## src/rtl/eq_i2c_pkg.sv

```systemverilog
// Shared types and constants for the equalizer's I2C gain-register target.
package eq_i2c_pkg;

    localparam int         GAIN_W             = 8;
    localparam logic [6:0] DEFAULT_SLAVE_ADDR = 7'h6A;

    localparam logic I2C_RW_WRITE = 1'b0;
    localparam logic I2C_RW_READ  = 1'b1;

    typedef enum logic [2:0] {
        ST_IDLE,
        ST_ADDR,
        ST_REG,
        ST_WR_DATA,
        ST_RD_DATA,
        ST_RD_ACK,
        ST_IGNORE
    } i2c_state_t;

endpackage

```

## src/rtl/i2c_line_sync.sv

```systemverilog
// Brings SCL/SDA into the clk domain and flags SCL edges plus START/STOP.
// Every output is registered, so a pin edge shows up as a pulse 3 clk later,
// and sda_s is the SDA level aligned with those pulses.
module i2c_line_sync (
    input  logic clk,
    input  logic rst,
    input  logic scl_in,
    input  logic sda_in,
    output logic scl_rise,
    output logic scl_fall,
    output logic start_det,
    output logic stop_det,
    output logic sda_s
);

    logic [1:0] scl_sync;
    logic [1:0] sda_sync;
    logic       scl_prev;
    logic       sda_prev;

    // Two-flop synchronizers, previous-value flops and registered edge/condition pulses
    always_ff @(posedge clk or posedge rst) begin
        if (rst) begin
            scl_sync  <= 2'b11;
            sda_sync  <= 2'b11;
            scl_prev  <= 1'b1;
            sda_prev  <= 1'b1;
            scl_rise  <= 1'b0;
            scl_fall  <= 1'b0;
            start_det <= 1'b0;
            stop_det  <= 1'b0;
            sda_s     <= 1'b1;
        end else begin
            scl_sync  <= {scl_sync[0], scl_in};
            sda_sync  <= {sda_sync[0], sda_in};
            scl_prev  <= scl_sync[1];
            sda_prev  <= sda_sync[1];
            scl_rise  <= scl_sync[1] & ~scl_prev;
            scl_fall  <= ~scl_sync[1] & scl_prev;
            start_det <= scl_sync[1] & scl_prev & sda_prev & ~sda_sync[1];
            stop_det  <= scl_sync[1] & scl_prev & ~sda_prev & sda_sync[1];
            sda_s     <= sda_sync[1];
        end
    end

endmodule

```

## src/rtl/i2c_gain_regs_slave.sv

```systemverilog
// I2C target holding the per-band equalizer gains. Accepts write bursts with
// pointer auto-increment and read-back through a repeated START.
module i2c_gain_regs_slave
    import eq_i2c_pkg::*;
#(
    parameter logic [6:0] SLAVE_ADDR = DEFAULT_SLAVE_ADDR,
    parameter int         NUM_REGS   = 10,
    parameter logic [7:0] GAIN_RESET = 8'h00
) (
    input  logic                       clk,
    input  logic                       rst,
    input  logic                       scl_in,
    input  logic                       sda_in,
    output logic                       sda_oe,
    output logic [GAIN_W*NUM_REGS-1:0] gain_o,
    output logic                       gain_update,
    output logic                       busy
);

    localparam int               PTR_W      = $clog2(NUM_REGS) + 1;
    localparam int               IDX_W      = (NUM_REGS > 1) ? $clog2(NUM_REGS) : 1;
    localparam logic [PTR_W-1:0] PTR_LIMIT  = PTR_W'(NUM_REGS);
    localparam logic [7:0]       NUM_REGS_B = 8'(NUM_REGS);

    logic scl_rise;
    logic scl_fall;
    logic start_det;
    logic stop_det;
    logic sda_s;

    i2c_state_t        state;
    i2c_state_t        ack_next;
    logic [3:0]        bit_cnt;
    logic [7:0]        shift_reg;
    logic [PTR_W-1:0]  ptr;
    logic              ack_go;
    logic              written;
    logic              rd_ack_ok;
    logic [GAIN_W-1:0] regs [NUM_REGS];

    logic [7:0] rx_byte;
    logic       ptr_valid;
    logic [7:0] rd_byte;

    i2c_line_sync u_line_sync (
        .clk       (clk),
        .rst       (rst),
        .scl_in    (scl_in),
        .sda_in    (sda_in),
        .scl_rise  (scl_rise),
        .scl_fall  (scl_fall),
        .start_det (start_det),
        .stop_det  (stop_det),
        .sda_s     (sda_s)
    );

    // The byte as it will look once the bit on the current rising edge is shifted in
    assign rx_byte   = {shift_reg[6:0], sda_s};
    assign ptr_valid = (ptr < PTR_LIMIT);
    assign rd_byte   = ptr_valid ? regs[ptr[IDX_W-1:0]] : 8'h00;

    genvar k;
    generate
        for (k = 0; k < NUM_REGS; k++) begin : g_gain_out
            assign gain_o[GAIN_W*k +: GAIN_W] = regs[k];
        end
    endgenerate

    // Protocol FSM: START/STOP override everything, otherwise bits move on SCL edges.
    // bit_cnt 0..7 counts data bits, 8 waits for the falling edge that opens the
    // ACK slot, 9 waits for the falling edge that closes it.
    always_ff @(posedge clk or posedge rst) begin
        if (rst) begin
            state       <= ST_IDLE;
            ack_next    <= ST_IDLE;
            bit_cnt     <= 4'd0;
            shift_reg   <= 8'h00;
            ptr         <= '0;
            ack_go      <= 1'b0;
            written     <= 1'b0;
            rd_ack_ok   <= 1'b0;
            sda_oe      <= 1'b0;
            gain_update <= 1'b0;
            busy        <= 1'b0;
            for (int i = 0; i < NUM_REGS; i++) begin
                regs[i] <= GAIN_RESET;
            end
        end else begin
            gain_update <= 1'b0;
            if (start_det) begin
                state   <= ST_ADDR;
                bit_cnt <= 4'd0;
                busy    <= 1'b1;
                sda_oe  <= 1'b0;
            end else if (stop_det) begin
                state       <= ST_IDLE;
                bit_cnt     <= 4'd0;
                busy        <= 1'b0;
                sda_oe      <= 1'b0;
                gain_update <= written;
                written     <= 1'b0;
            end else begin
                case (state)
                    ST_ADDR, ST_REG, ST_WR_DATA: begin
                        if (scl_rise && (bit_cnt < 4'd8)) begin
                            shift_reg <= rx_byte;
                            bit_cnt   <= bit_cnt + 4'd1;
                            if (bit_cnt == 4'd7) begin
                                case (state)
                                    ST_ADDR: begin
                                        if (rx_byte[7:1] == SLAVE_ADDR) begin
                                            ack_go <= 1'b1;
                                            case (rx_byte[0])
                                                I2C_RW_READ:  ack_next <= ST_RD_DATA;
                                                I2C_RW_WRITE: ack_next <= ST_REG;
                                                default:      ack_next <= ST_IGNORE;
                                            endcase
                                        end else begin
                                            ack_go <= 1'b0;
                                            state  <= ST_IGNORE;
                                        end
                                    end
                                    ST_REG: begin
                                        if (rx_byte < NUM_REGS_B) begin
                                            ptr      <= rx_byte[PTR_W-1:0];
                                            ack_go   <= 1'b1;
                                            ack_next <= ST_WR_DATA;
                                        end else begin
                                            ack_go <= 1'b0;
                                            state  <= ST_IGNORE;
                                        end
                                    end
                                    default: begin
                                        ack_next <= ST_WR_DATA;
                                        if (ptr_valid) begin
                                            regs[ptr[IDX_W-1:0]] <= rx_byte;
                                            written              <= 1'b1;
                                            ack_go               <= 1'b1;
                                            ptr                  <= ptr + 1'b1;
                                        end else begin
                                            ack_go <= 1'b0;
                                        end
                                    end
                                endcase
                            end
                        end else if (scl_fall && (bit_cnt == 4'd8)) begin
                            sda_oe  <= ack_go;
                            bit_cnt <= 4'd9;
                        end else if (scl_fall && (bit_cnt == 4'd9)) begin
                            bit_cnt <= 4'd0;
                            state   <= ack_next;
                            if (ack_next == ST_RD_DATA) begin
                                shift_reg <= rd_byte;
                                sda_oe    <= ~rd_byte[7];
                            end else begin
                                sda_oe <= 1'b0;
                            end
                        end
                    end
                    ST_RD_DATA: begin
                        if (scl_rise && (bit_cnt < 4'd8)) begin
                            shift_reg <= {shift_reg[6:0], 1'b0};
                            bit_cnt   <= bit_cnt + 4'd1;
                            if ((bit_cnt == 4'd7) && ptr_valid) begin
                                ptr <= ptr + 1'b1;
                            end
                        end else if (scl_fall) begin
                            if (bit_cnt == 4'd8) begin
                                sda_oe  <= 1'b0;
                                bit_cnt <= 4'd0;
                                state   <= ST_RD_ACK;
                            end else begin
                                sda_oe <= ~shift_reg[7];
                            end
                        end
                    end
                    ST_RD_ACK: begin
                        if (scl_rise && (bit_cnt == 4'd0)) begin
                            rd_ack_ok <= ~sda_s;
                            bit_cnt   <= 4'd1;
                        end else if (scl_fall && (bit_cnt == 4'd1)) begin
                            bit_cnt <= 4'd0;
                            if (rd_ack_ok) begin
                                state     <= ST_RD_DATA;
                                shift_reg <= rd_byte;
                                sda_oe    <= ~rd_byte[7];
                            end else begin
                                state  <= ST_IGNORE;
                                sda_oe <= 1'b0;
                            end
                        end
                    end
                    default: begin
                        sda_oe <= 1'b0;
                    end
                endcase
            end
        end
    end

endmodule

```

## config.mk

```make
export PLATFORM = sky130hd
export DESIGN_NAME = i2c_gain_regs_slave
export DESIGN_NICKNAME = d
export VERILOG_FILES = /design/src/rtl/eq_i2c_pkg.sv /design/src/rtl/i2c_line_sync.sv /design/src/rtl/i2c_gain_regs_slave.sv
export SDC_FILE = /design/constraint.sdc
export NUM_CORES = 1
export LEC_CHECK = 0
export BUFFER_PORTS_ARGS = -buffer_cell sky130_fd_sc_hd__buf_2
export CAP_MARGIN = 20
export CORE_ASPECT_RATIO = 0.8
export CORE_MARGIN = 1
export CORE_UTILIZATION = 45
export CTS_CLUSTER_SIZE = 25
export DETAILED_ROUTE_END_ITERATION = 7
export PLACE_DENSITY = 0.74
export SLEW_MARGIN = 20
export SYNTH_ARGS = -nofsm -noshare
export SYNTH_HDL_FRONTEND = slang
export SYNTH_SLANG_ARGS = --single-unit
```

## constraint.sdc

```tcl
create_clock -name clk -period 10 [get_ports clk]
set_input_delay 0.5 -clock clk [delete_from_list [all_inputs] [get_ports clk]]
set_output_delay 0.5 -clock clk [all_outputs]
set_load 0.1 [all_outputs]
```

==> implementation parameters <==
Parameter                              Value

Run status
  Outcome    finished clean

STA
  Worst slew pin tran    0.843 ns
  Ratio of final minimum period to clock period    0.288
  Worst hold slack across all endpoints    0.185 ns
  Normalized max-slew margin    0.434
  Final TNS setup    0 ns
  Number of slew-limit violations in the final report    0
  Hold violation count in the final report    0
  Skew final    approximately 0.0086 ns
  Number of setup violations in the final report    0
  Time the final worst path needs with I/O delays and setup    2.88 ns
  Maximum operating frequency    between 300 and 400 MHz
  Unrepaired setup endpoints after global routing    false

Global routing
  Total congestion overflow after global routing    0
  First-pass GRT wire length    26.1 mm
  Maximum number of pins on one net before global-route repair    68
  Layer carrying the most global-route usage    met2
  Global routing met3 resource utilization    0.0625
  Met2 GRT Util    0.369
  Antenna violations before repair    0
  Total routing resource utilization after global routing    0.247
  M1 GR Usage    0.351
  Number of global-route vias before repair    4605

Die
  Effective utilization at floorplan    0.464
  Count of pins on the block boundary    87
  Die area    13800 um2
  Horizontal extent of the die    around 130 um
  Site row count    37
  Core outline area    13000 um2
  Vertical extent of the die    around 110 um

Worst setup path
  Worst path required time    between 10 and 15 ns
  Worst Path Max Fanout    13
  Crit path buffers/inverters    0
  Cell with the biggest individual delay on the critical path    sky130_fd_sc_hd__a211oi_1
  Highest cell delay on the worst timing path    ~0.67 ns
  Critical Path Sink Type    flop
  CP cell instances    nand2b_1, or3_1, a211oi_1, or4b_1, o21a_1
  Arrival time at the worst endpoint    3.17 ns
  Beginning of the worst register-to-register path    bit_cnt[3]
  Path type of the worst setup path    reg2reg
  Crit-path leading delay family    simple AND/OR/NAND/NOR gates
  Worst flop-to-flop path endpoint    ack_next[1]
  Critical path launch point type    flop
  R2r setup slk    7.12 ns
  Length in cells of the worst reg-to-reg path    5

Clock network
  Maximum count of clock buffers along a single path    2
  CTS root buffer    sky130_fd_sc_hd__clkbuf_16
  Post-CTS Repair Setup Buffers    0
  Number of buffers created by CTS    17
  Hold bufs inserted after CTS    0
  CTS resizes    0
  Worst-Skew Late Latency    ~0.41 ns
  CTS HTree Levels    4
  Clock tree from TritonCTS    yes
  Clock-pin slew reported for the worst setup and hold paths after clock tree synthesis    0.06 ns
  Total clock sinks    119

Min path
  Hold path cells    1
  Start point of the worst hold path    scl_in
  Hold WC Path Type    in2reg
  End point of the most critical hold path    u_line_sync.scl_sync[0]

Route
  Via Count    ~4.7k
  Detailed Route WL    16.3 mm
  First drt pass iteration count    5
  Number of DRC violations after detailed routing    0
  Vias per std cell    6.04
  DR WL/cell    20.9 um
  Number of DRC markers after the initial detailed-route iteration    448
  Remaining number of nets flagged by the antenna check after routing    0

Synthesis
  Distinct cell type count after synthesis    between 60 and 70
  Synthesized net count    522
  Total of flip-flops plus latches after synthesis    119
  Cell types occupying the most area after synthesis    sky130_fd_sc_hd__dfrtp_1, sky130_fd_sc_hd__mux2_2, sky130_fd_sc_hd__mux4_2
  Sequential cell area fraction in the yosys report    0.496
  Yosys top cell by area    sky130_fd_sc_hd__dfrtp_1
  Post-synthesis instance total    511
  Yosys top cell area share    0.470
  Mapped Avg Cell Area    11.8 um2
  Cell with the most instances after synthesis    sky130_fd_sc_hd__dfrtp_1
  Count of synthesis-stage warnings from yosys    0
  Commonest cells in the synthesized netlist    sky130_fd_sc_hd__dfrtp_1, sky130_fd_sc_hd__mux2_2, sky130_fd_sc_hd__nor2_1
  Count of flip-flops with a built-in enable after synthesis    0
  Share of flip-flops with an asynchronous set or reset    1.00
  Predominant post-synthesis flop cell    sky130_fd_sc_hd__dfrtp_1
  Netlist Area Pre-Place    6020 um2

Placement
  Hpwl dp    ~11 mm
  DP Area    6590 um2
  Placed cell count    approximately 750
  Port buffer count    86
  Weighted congestion reported at the end of routability-driven placement    around 1

Flow run
  Max-cap violation count    0

Power
  Leakage power    0.00351 uW
  Worst IR drop on VDD    roughly 0.00014 V
  Power density of the placed cells    197 nW/um2

Final layout
  Number of antenna repair diodes    0
  Fraction of layout instances using a drive strength above 1    0.394
  Final-stage net count    602
  Cell Count, Final, Fillers Out    779
  Area growth from synthesis to final layout    19.3%
  Fin area    7180 um2
  Largest register FFs    80
-- cell families after synthesis --
logic type                 share of synthesized area
and+or+nand+nor                                0.124
adders and majority gates                     0.0162
buffers and inverters                         0.0270
xor gates and xnor gates                     0.00146
AOI/OAI and AO/OA                              0.111
DFF                                            0.496
muxes                                          0.224
-- placed cells by master (no fill, tap or decap), types with 4 or more instances in the layout --
cell                         count
sky130_fd_sc_hd__o31ai_1         6
sky130_fd_sc_hd__a21o_1          4
sky130_fd_sc_hd__nand2b_1        7
sky130_fd_sc_hd__nand3_1        12
sky130_fd_sc_hd__a31oi_1         6
sky130_fd_sc_hd__inv_1          13
sky130_fd_sc_hd__buf_4           4
sky130_fd_sc_hd__o21a_1          4
sky130_fd_sc_hd__nor3_1          5
sky130_fd_sc_hd__dfrtp_1       113
sky130_fd_sc_hd__nand2_1        23
sky130_fd_sc_hd__a22oi_1         7
sky130_fd_sc_hd__nand2_2         8
sky130_fd_sc_hd__mux4_2          9
sky130_fd_sc_hd__a211o_1         6
sky130_fd_sc_hd__mux2_2         82
sky130_fd_sc_hd__or2_2           4
sky130_fd_sc_hd__nor3b_1         5
sky130_fd_sc_hd__a21oi_1        19
sky130_fd_sc_hd__clkbuf_16      17
sky130_fd_sc_hd__ha_1            7
sky130_fd_sc_hd__o22ai_1         5
sky130_fd_sc_hd__dfstp_2         6
sky130_fd_sc_hd__nor2_1         30
sky130_fd_sc_hd__clkinvlp_4      4
sky130_fd_sc_hd__nor2b_1         8
sky130_fd_sc_hd__mux2i_1        19
sky130_fd_sc_hd__o21ai_0        13
sky130_fd_sc_hd__buf_2          86
-- power breakdown --
group / internal [uW] / switching, uW / total, uW
Combinational: 78.9 / 131 / 210
Sequential: 507 / 88.0 / 595
Clock: 376 / 231 / 607
Total: 962 / 450 / 1410
-- how the worst max path moves through the flow --
| stage | start | end | slack (ns) | cells past startpoint |
|---|---|---|---|---|
| 2_1_floorplan | rst | ack_go | 6.35 | 1 |
| 5_1_grt | bit_cnt[3] | ack_next[1] | 7.01 | 5 |
| 3_5_place_dp | bit_cnt[3] | ack_next[1] | 7.32 | 5 |
| 6_report | bit_cnt[3] | ack_next[1] | 7.12 | 5 |
| 4_1_cts | bit_cnt[3] | ack_next[1] | 7.17 | 5 |
| 3_3_place_gp | u_line_sync.start_det | gain_o[32] | 7.39 | 5 |
-- final cells by class --
class,instances,area (um2)
Clock buffer,19,443
Clock inverter,13,148
Sequential cell,119,2990
Inverter,14,55.1
Fill cell,1095,5780
Timing Repair Buffer,90,460
Tap cell,175,219
Multi-Input combinational cell,349,2870
-- metal layers --
metal / share of wire / vias up
li1: - / 2062
met1: 0.46 / 2411
met2: 0.45 / 214
met3: 0.076 / 16
met4: 0.015 / 0
met5: 0 / -
-- metrics by stage --
stage	worst slack, ns	total power [uW]	util
final	7.12	1410	0.554
after global routing	7.01	1470	0.554
after CTS	7.17	1410	0.554
after detailed placement	7.32	804	0.508
after global placement	7.39	801	0.508
after floorplan	6.35	738	-
Note: power is estimated with default switching activity, not from simulation.
